### src/rtl/sram_port_arbiter_pkg.sv
// sram_port_arbiter_pkg: shared FSM encoding and timing constants for the SRAM port arbiter.
package sram_port_arbiter_pkg;
  typedef enum logic [1:0] {IDLE, BUSY_IF, BUSY_MEM, DONE} state_t;
  localparam int SRAM_WAIT_DEF = 5;
  localparam int CNT_W = 4;
endpackage

### src/rtl/sram_port_arbiter_wait_counter.sv
// wait_counter: loadable down-counter timing one SRAM access, with a zero flag.
module wait_counter
  import sram_port_arbiter_pkg::*;
(
  input  logic             clk,
  input  logic             rst_n,
  input  logic             load,
  input  logic [CNT_W-1:0] load_val,
  input  logic             dec,
  output logic             zero
);
  logic [CNT_W-1:0] cnt;
  assign zero = cnt == '0;
  always_ff @(posedge clk or negedge rst_n) begin
    if (!rst_n) cnt <= '0;
    else if (load) cnt <= load_val;
    else if (dec) cnt <= cnt - 1'b1;
  end
endmodule

### src/rtl/sram_port_arbiter.sv
// sram_port_arbiter: shares one single-port SRAM between fetch and data stages, data first.
module sram_port_arbiter
  import sram_port_arbiter_pkg::*;
#(
  parameter int ADDR_W    = 16,
  parameter int DATA_W    = 32,
  parameter int SRAM_WAIT = SRAM_WAIT_DEF
) (
  input  logic              clk,
  input  logic              rst_n,
  input  logic              if_req,
  input  logic [ADDR_W-1:0] if_addr,
  input  logic              if_flush,
  output logic              if_ready,
  output logic [DATA_W-1:0] if_rdata,
  input  logic              mem_req,
  input  logic              mem_we,
  input  logic [ADDR_W-1:0] mem_addr,
  input  logic [DATA_W-1:0] mem_wdata,
  output logic              mem_ready,
  output logic [DATA_W-1:0] mem_rdata,
  output logic [ADDR_W-1:0] sram_addr,
  output logic [DATA_W-1:0] sram_wdata,
  output logic              sram_we,
  input  logic [DATA_W-1:0] sram_rdata,
  output logic              freeze_if,
  output logic              freeze_mem
);
  localparam logic [CNT_W-1:0] WAIT_LD = CNT_W'(SRAM_WAIT - 1);
  state_t state, next;
  logic we_q, cancel, zero, grant, busy, fin_if, fin_mem;
  assign grant      = state == IDLE && (if_req || mem_req);
  assign busy       = state == BUSY_IF || state == BUSY_MEM;
  assign fin_if     = state == BUSY_IF && zero;
  assign fin_mem    = state == BUSY_MEM && zero;
  assign sram_we    = state == BUSY_MEM && we_q;
  assign freeze_mem = mem_req && !mem_ready;
  assign freeze_if  = (if_req && !if_ready) || freeze_mem;
  wait_counter u_wait (
    .clk      (clk),
    .rst_n    (rst_n),
    .load     (grant),
    .load_val (WAIT_LD),
    .dec      (busy && !zero),
    .zero     (zero)
  );
  always_comb begin
    next = state;
    unique case (state)
      IDLE:             next = mem_req ? BUSY_MEM : if_req ? BUSY_IF : IDLE;
      BUSY_IF, BUSY_MEM: next = zero ? DONE : state;
      default:          next = IDLE;
    endcase
  end
  // A flush arriving in the final wait cycle must still cancel this fetch.
  always_ff @(posedge clk or negedge rst_n) begin
    if (!rst_n) begin
      state      <= IDLE;
      cancel     <= 1'b0;
      if_ready   <= 1'b0;
      mem_ready  <= 1'b0;
      if_rdata   <= '0;
      mem_rdata  <= '0;
      sram_addr  <= '0;
      sram_wdata <= '0;
      we_q       <= 1'b0;
    end else begin
      state     <= next;
      cancel    <= state == BUSY_IF && (cancel || if_flush);
      if_ready  <= fin_if && !cancel && !if_flush;
      mem_ready <= fin_mem;
      if (fin_if && !cancel && !if_flush) if_rdata <= sram_rdata;
      if (fin_mem && !we_q) mem_rdata <= sram_rdata;
      if (grant) begin
        sram_addr  <= mem_req ? mem_addr : if_addr;
        sram_wdata <= mem_wdata;
        we_q       <= mem_req && mem_we;
      end
    end
  end
endmodule

### config.mk
export PLATFORM = sky130hd
export DESIGN_NAME = sram_port_arbiter
export DESIGN_NICKNAME = d
export VERILOG_FILES = /design/src/rtl/sram_port_arbiter_pkg.sv /design/src/rtl/sram_port_arbiter_wait_counter.sv /design/src/rtl/sram_port_arbiter.sv
export SDC_FILE = /design/constraint.sdc
export NUM_CORES = 1
export LEC_CHECK = 0
export CAP_MARGIN = 20
export CORE_UTILIZATION = 35
export CTS_BUF_LIST = sky130_fd_sc_hd__clkbuf_16
export CTS_CLUSTER_SIZE = 16
export DETAILED_ROUTE_END_ITERATION = 10
export PLACE_DENSITY_LB_ADDON = 0.12
export SLEW_MARGIN = 0
export SYNTH_ARGS = -nofsm -noshare
export SYNTH_HDL_FRONTEND = slang
export SYNTH_SLANG_ARGS = --single-unit
### constraint.sdc
create_clock -name clk -period 3.82 [get_ports clk]
set_clock_uncertainty 0.2 [all_clocks]
set_input_delay 1.146 -clock clk [delete_from_list [all_inputs] [get_ports clk]]
set_output_delay 1.146 -clock clk [all_outputs]
set_load 0.01 [all_outputs]
* After elaboration in Yosys (flattened, before gate mapping)
Index checks and enable logic that the tools add are counted.
** Operators by class
- Muxes and demuxes :: 7
- Add/sub/neg operators :: 1
- Reductions and logical operators :: 26
- Equal/unequal tests :: 3
** Operators by type and width (count)
- 16-bit two-way mux :: 1
- 1-bit logical AND :: 12
- 4-bit two-way mux :: 2
- 1-bit zero test :: 6
- 4-bit zero test :: 1
- 1-bit logical OR :: 4
- 2-bit two-way mux :: 2
- 2-bit case mux with 2 select lines :: 1
- 4-bit by 1-bit subtractor with 4-bit output, second input constant :: 1
- 2-bit by 1-bit equality test with 1-bit output, second input constant :: 1
- 2-bit equality test, second input constant :: 1
- 2-bit zero test :: 1
- 2-bit inequality test, second input constant :: 1
- 2-bit nonzero test :: 1
- 2-bit OR reduction :: 1
- 1-bit two-way mux :: 1
** Storage, ports and cells
- Logic and storage cells :: 47
- Flip-flop bits (word level) :: 122
- Output and inout port bits :: 117

* Depth between registers and ports, before layout
Gate-level depths: netlist of the first run.
- Depth after elaboration :: 5
- Depth in mapped cells :: 7
- Depth with buffers taken out :: 5

* Cells and area by module
Synthesis of the first run repeated with hierarchy kept, for this count alone.
** Second synthesis, totals
- Cell total of the unflattened synthesis :: 330
- Area total of the unflattened synthesis :: 4913.5 um^2
** Modules (own cells, without submodules)
- sram_port_arbiter :: times used 1, area each 4683.2 um^2, seq. area each 2952.8 um^2, cells an instance 309
- wait_counter :: times used 1, area each 230.2 um^2, seq. area each 100.1 um^2, cells an instance 21

* Worst setup path after synthesis of the first run
Ideal clock, no wire load.
- Kind :: input-to-output
- Start point :: input port mem_req
- End point :: output port freeze_if
- Buffers on the path :: 1
- Path slack :: 0.765 ns
- Stages :: 3
- Data arrival time :: 1.709 ns
- Cell sequence :: buf_2 inv_1 o22ai_1
** Between the ends
- Word-level cells in the longest chain between the ends :: 2
** RTL lines
- start, declared :: RTL line sram_port_arbiter.sv:16 : input logic mem_req,
- 1-bit logical AND :: RTL line sram_port_arbiter.sv:37 : assign freeze_mem = mem_req && !mem_ready;
- 1-bit logical OR :: RTL line sram_port_arbiter.sv:38 : assign freeze_if = (if_req && !if_ready) || freeze_mem;
- end, declared :: RTL line sram_port_arbiter.sv:26 : output logic freeze_if,
Every way passes these cells.

* Final worst setup path of the first run
- Start point :: input port mem_req
- End point :: output port freeze_mem
** Between the ends
- Word-level cells in the longest chain between the ends :: 1
** RTL lines
- 1-bit logical AND :: RTL line sram_port_arbiter.sv:37
- end, declared :: RTL line sram_port_arbiter.sv:27 : output logic freeze_mem
Every way passes these cells.

==> results of run 1 <==
## sequential cells by signal, summed over array words and instances (netlist names)
register / flops
cancel: 1
if_rdata: 32
if_ready: 1
mem_rdata: 32
mem_ready: 1
sram_addr: 16
sram_wdata: 32
state: 2
u_wait.cnt: 4
we_q: 1
## synth_stat cells (all sizes together) (2+ instances only)
| library cell | n | share of area [%] |
|---|---|---|
| dfrtp | 122 | 63 |
| mux2 | 96 | 22 |
| nand2 | 20 | 1.6 |
| o21ai | 19 | 2.0 |
| mux2i | 16 | 3.3 |
| clkbuf | 10 | 0.78 |
| buf | 7 | 1.1 |
| inv | 7 | 0.54 |
| ha | 5 | 1.3 |
| and2 | 3 | 0.39 |
| nand3 | 3 | 0.31 |
| a21oi | 2 | 0.21 |
| nor2 | 2 | 0.16 |
| nor3b | 2 | 0.54 |
| o31ai | 2 | 0.31 |
## logic make-up (layout without fill, tap and decap cells)
family                   Yosys count  after routing
AND/OR/NAND/NOR                   37             37
buffers and inverters             24            265
adder cells (fa/ha/maj)            5              5
flip-flops                       122            122
multiplexers                     112            112
AO/OA/AOI/OAI                     27             27
## final timing paths
path | cells past startpoint | endpoint | slack [ps]
max | 4 | freeze_mem | 120
min in group asynchronous | 1 | sram_wdata[9] | 590
max in group asynchronous | 2 | if_rdata[25] | 2070
max reg2reg | 6 | mem_rdata[23] | 1280
min | 2 | sram_addr[15] | 270
min reg2reg | 2 | sram_addr[15] | 270
## critical path, cell delays in order
cell and delay, ps:
clkdlybuf4s50_1 480, inv_1 70, nor2_1 110, clkdlybuf4s50_1 550
## final cells by class
class / count / area share, %
sequential: 122 / 39.2
timing repair buffer: 226 / 29.1
multi-input combinational: 181 / 21.5
clock buffer: 17 / 5.47
tap: 176 / 2.83
clock inverter: 15 / 1.51
inverter: 7 / 0.338
## layer usage
metal / vias to the layer above / wire length [um] / global-route usage [%]
met1: 1707 / 4500 / 19.9
met4: 0 / 261 / 8.44
met3: 13 / 855 / 7.66
met2: 115 / 6020 / 29.9
li1: 1604 / - / -
met5: - / 0 / 0
## power by group through the flow
stage	Clock [mW]	Sequential, mW	Combinational, mW
after global routing	1.56	2.29	2.90
after CTS	1.50	2.21	2.73
final	1.46	2.21	2.68
after detailed placement	0	2.23	2.71
after global placement	0	2.19	2.67
after floorplan	0	2.47	0.939
## metrics by stage
stage          utilization (%)  area, um2  hold slack [ps]
2_1_floorplan                -       4830              269
3_3_place_gp              54.2       7240              263
3_5_place_dp              54.2       7240              270
4_1_cts                   58.3       7780              282
5_1_grt                   58.3       7780              308
6_report                  58.3       7780              275
==> impl_metrics.env, run 1 <==
export IMPL_endpoint_kind="output pin"
export IMPL_fin_crit_sh_pct=96.9
export IMPL_cap_violations=0
export IMPL_syn_to_final_growth_pct=61.2
export IMPL_worstReg2RegStart="u_wait.cnt[0]"
export IMPL_dieArea_mm2=0.0143
export IMPL_n_fill_cell=1150
export IMPL_yosys_area_share_adder_pct=1.30
export IMPL_fmax_ghz=0.270
export IMPL_clk_latency_ps=410
export IMPL_criticalPathCategory="input pin to output pin"
export IMPL_required_ps=2470
export IMPL_layout_commonest_cell="clkdlybuf4s50_1"
export IMPL_nNetsFinal=662
export IMPL_maxSlewHeadroom_pct=50.8
export IMPL_synth_compound_area_share_pct=3.14
export IMPL_ant_nets=0
export IMPL_yosysWarnings=0
export IMPL_grt_pass1_vias=3868
export IMPL_ys_seq_area_share_pct=63.2
export IMPL_drive_gt1_share_pct=23.1
export IMPL_layout_min_cycle_time_ps=3700
export IMPL_synth_flop_cell="dfrtp_1"
export IMPL_row_count=42
export IMPL_grt_pass1_wl_mm=19.4
export IMPL_clockPowerShare_pct=23.0
export IMPL_diodes=0
export IMPL_setup_viol=0
export IMPL_cts_hold_buf=0
export IMPL_finalPower_mw=6.35
export IMPL_drc=0
export IMPL_tritoncts="yes"
export IMPL_syn_avg_cell_area_um2=14.8
export IMPL_power_share_combinational_pct=42.2
export IMPL_hold_viol=0
export IMPL_yosys_cell_types_count=30
export IMPL_num_vias=3439
export IMPL_p_switching_mw=1.89
export IMPL_die_h_um=119
export IMPL_swShare_pct=29.7
export IMPL_rsz0062_at_grt="no"
export IMPL_layout_common_cells="clkdlybuf4s50_1, dfrtp_1, mux2_2, nand2_1, o21ai_0"
export IMPL_synth_fp_nets=434
export IMPL_place_inst=712
export IMPL_grt_overflow_total=0
export IMPL_hold_path_startpoint="sram_addr[15]"
export IMPL_grt_start_max_net_pins=57
export IMPL_cp_startpoint="mem_req"
export IMPL_antenna_found_initial=0
export IMPL_drtPass1Iterations=4
export IMPL_synth_top_family_by_area="multiplexers"
export IMPL_cts_buffers=17
export IMPL_fin_setup_tns_ps=0
export IMPL_powerDensity_mw_per_mm2=816
export IMPL_die_w_um=119
export IMPL_clockBufferDepth=2
export IMPL_seq_area_mm2=0.00305
export IMPL_power_internal_mw=4.46
export IMPL_synthXorXnorAreaFrac_pct=0
export IMPL_ios=219
export IMPL_ir_drop_mv=0.415
export IMPL_status="completed"
export IMPL_synth_mux_area_share_pct=25.7
export IMPL_synth_seq_cells=122
export IMPL_pwr_share_seq_pct=34.7
export IMPL_synthArstFlopShare_pct=100
export IMPL_port_buffers=218
export IMPL_synth_cell_area_mm2=0.00483
export IMPL_multi_input_comb_area_mm2=0.00167
export IMPL_fin_cells=744
export IMPL_wl_mm=11.6
export IMPL_synth_edff_count=0
export IMPL_worstMarginPinSlew_ps=738
export IMPL_synthCells=327
export IMPL_cts_sinks=122
export IMPL_dpl_hpwl_mm=8.35
export IMPL_core_mm2=0.0133
export IMPL_root_buffer="clkbuf_16"
export IMPL_h_tree_depth=4
export IMPL_p_leak_nw=3.40
export IMPL_ctsResizeCount=0
export IMPL_grt_total_usage_pct=18.0
export IMPL_routabilityCongestion=0.688
export IMPL_pre_cts_ws_ps=31.2
export IMPL_wl_per_cell_um=15.6
export IMPL_detail_route_iter0_violations=110
export IMPL_start_util_pct=36.2
export IMPL_setup_ws_ps=117
export IMPL_cp_max_fo=3
export IMPL_vias_per_cell=4.62
export IMPL_cp_start_kind="input pin"
export IMPL_worstPathArrival_ps=2360
export IMPL_slew_viol_final=0
export IMPL_synthSimpleGateAreaFrac_pct=4.17
export IMPL_cts_setup_buffers=0
export IMPL_hold_path_class="register to register"
export IMPL_clk_pin_slew_ps=50
Note: power is estimated with default switching activity, not from simulation.
==> inputs of run 2 (changes only) <==
--- a/config.mk
+++ b/config.mk
@@ -6,6 +6,7 @@
 export NUM_CORES = 1
 export LEC_CHECK = 0
 export CAP_MARGIN = 20
+export CORE_ASPECT_RATIO = 0.6
 export CORE_UTILIZATION = 35
 export CTS_BUF_LIST = sky130_fd_sc_hd__clkbuf_16
 export CTS_CLUSTER_SIZE = 16
==> run 2 against run 1 <==
Non-clock buffer count is 1 lower. First-iteration DRC count is 33% lower. Die area is 0.10% higher. Clock power is 8% higher. Power is 2.1% higher. Via count is 0.35% lower. Flip-flop and latch count stayed put. Global-route usage is 0.36 points lower. Core utilization is 1.1 points higher. Critical path type unchanged. Critical endpoint is now freeze_if.
==> impl_metrics.env, run 2 (synthesis results as in run 1) <==
export IMPL_powerDensity_mw_per_mm2=830
export IMPL_holdWs_ps=286
export IMPL_grt_total_usage_pct=17.7
export IMPL_clockBufferDepth=2
export IMPL_routabilityCongestion=0.747
export IMPL_grt_pass1_vias=3783
export IMPL_maxSlewHeadroom_pct=63.2
export IMPL_tritoncts="yes"
export IMPL_row_count=32
export IMPL_clk_pin_slew_ps=50
export IMPL_cts_buffers=17
export IMPL_clk_latency_ps=400
export IMPL_antenna_found_initial=0
export IMPL_diodes=0
export IMPL_drtPass1Iterations=4
export IMPL_drive_gt1_share_pct=23.7
export IMPL_setup_viol=0
export IMPL_layout_commonest_cell="clkdlybuf4s50_1"
export IMPL_cp_max_fo=3
export IMPL_worstPathArrival_ps=2410
export IMPL_fin_setup_tns_ps=0
export IMPL_pre_cts_ws_ps=54.7
export IMPL_hold_path_class="register to register"
export IMPL_cap_violations=0
export IMPL_r2r_cells=6
export IMPL_grt_start_max_net_pins=66
export IMPL_endpoint_kind="output pin"
export IMPL_nNetsFinal=661
export IMPL_ant_nets=0
export IMPL_fmax_ghz=0.266
export IMPL_setup_ws_ps=63.4
export IMPL_criticalPathCategory="input pin to output pin"
export IMPL_h_tree_depth=4
export IMPL_cts_sinks=122
export IMPL_grt_overflow_total=0
export IMPL_ctsResizeCount=0
export IMPL_layout_min_cycle_time_ps=3760
export IMPL_die_h_um=93.0
export IMPL_dpl_hpwl_mm=8.71
export IMPL_rsz0062_at_grt="no"
export IMPL_start_util_pct=36.8
export IMPL_rr_endpoint="mem_rdata[5]"
export IMPL_root_buffer="clkbuf_16"
export IMPL_top_regs="if_rdata (32), mem_rdata (32), sram_wdata (32)"
export IMPL_wl_per_cell_um=16.2
export IMPL_port_buffers=218
export IMPL_ir_drop_mv=0.387
export IMPL_wl_mm=12.0
export IMPL_hold_viol=0
export IMPL_dieArea_mm2=0.0143
export IMPL_worstReg2RegStart="u_wait.cnt[0]"
export IMPL_vias_per_cell=4.66
export IMPL_required_ps=2470
export IMPL_ios=219
export IMPL_holdPathEnd="sram_addr[3]"
export IMPL_cts_setup_buffers=0
export IMPL_worstMarginPinSlew_ps=551
export IMPL_drc=0
export IMPL_syn_to_final_growth_pct=61.7
export IMPL_cts_hold_buf=0
export IMPL_grt_pass1_wl_mm=19.4
export IMPL_min_path_cells=2
export IMPL_detail_route_iter0_violations=74
export IMPL_die_w_um=154
export IMPL_r2r_slack_ps=1290
export IMPL_p_leak_nw=3.40
export IMPL_core_mm2=0.0131
export IMPL_num_vias=3427
export IMPL_hold_path_startpoint="sram_addr[3]"
export IMPL_status="completed"
export IMPL_layout_common_cells="clkdlybuf4s50_1, dfrtp_1, mux2_2, nand2_1, o21ai_0"
export IMPL_slew_viol_final=0
export IMPL_cp_start_kind="input pin"
export IMPL_fin_crit_sh_pct=98.3
-- run 2: changes by cell type in the layout (fill, tap and decap cells not counted) --
| cell | previous run | this run |
|---|---|---|
| clkdlybuf4s50_1 | 216 | 217 |
| clkinv_1 | 5 | 1 |
| dlymetal6s2s_1 | 1 | 0 |
| inv_1 | 10 | 9 |
| clkinv_4 | 0 | 4 |
| buf_4 | 7 | 6 |
| clkinv_2 | 4 | 3 |
| bufinv_16 | 2 | 3 |
-- run 2: stage by stage --
step	utilization [%]	instances	cell area [um2]	total power [mW]
6_report	59.4	736	7810	6.48
5_1_grt	59.4	736	7810	6.87
4_1_cts	59.4	736	7810	6.59
3_5_place_dp	55.0	705	7220	4.96
3_3_place_gp	55.0	705	7220	4.89
2_1_floorplan	-	327	4830	3.41
-- run 2: area by class of cell --
type,count,area [um2]
fillers,1059,5330
clock buffers,17,425
repair buffers,225,2260
inverters,7,26.3
clock inverters,14,159
multi-input cells,181,1670
flip-flops and latches,122,3050
well taps,170,213
-- run 2: layer usage --
metal  vias to the layer above  track usage, %  wire [um]
met1                      1705            21.8       5300
met2                       107            28.3       5640
met4                         0            5.75         85
met5                         -               0          0
met3                        10            7.16        931
li1                       1605               -          -
-- run 2: power by group --
group	switching, mW	total, mW	internal (mW)
logic	1.05	2.69	1.64
registers	0.317	2.21	1.90
clock network	0.563	1.58	1.01
total	1.93	6.48	4.55
-- run 2: worst max-delay path: stages --
cell and delay, ps:
clkdlybuf4s50_1 480, inv_1 80, o22ai_1 160, clkdlybuf4s50_1 550
-- run 2: worst max path at each step --
stage,slack (ps),end,startpoint
floorplan,760,freeze_if,mem_req
global placement,80,freeze_if,mem_req
detailed placement,50,freeze_if,mem_req
CTS,50,freeze_if,mem_req
global route,20,freeze_if,mem_req
finish,60,freeze_if,mem_req
==> inputs of run 3 (changes only) <==
--- a/config.mk
+++ b/config.mk
@@ -5,13 +5,13 @@
 export SDC_FILE = /design/constraint.sdc
 export NUM_CORES = 1
 export LEC_CHECK = 0
-export CAP_MARGIN = 20
 export CORE_ASPECT_RATIO = 0.6
 export CORE_UTILIZATION = 35
 export CTS_BUF_LIST = sky130_fd_sc_hd__clkbuf_16
 export CTS_CLUSTER_SIZE = 16
 export DETAILED_ROUTE_END_ITERATION = 10
 export PLACE_DENSITY_LB_ADDON = 0.12
+export SKIP_LAST_GASP = 1
 export SLEW_MARGIN = 0
 export SYNTH_ARGS = -nofsm -noshare
 export SYNTH_HDL_FRONTEND = slang
==> results of run 3 <==
No change in the layout: final DEF, timing and power equal those of run 2.
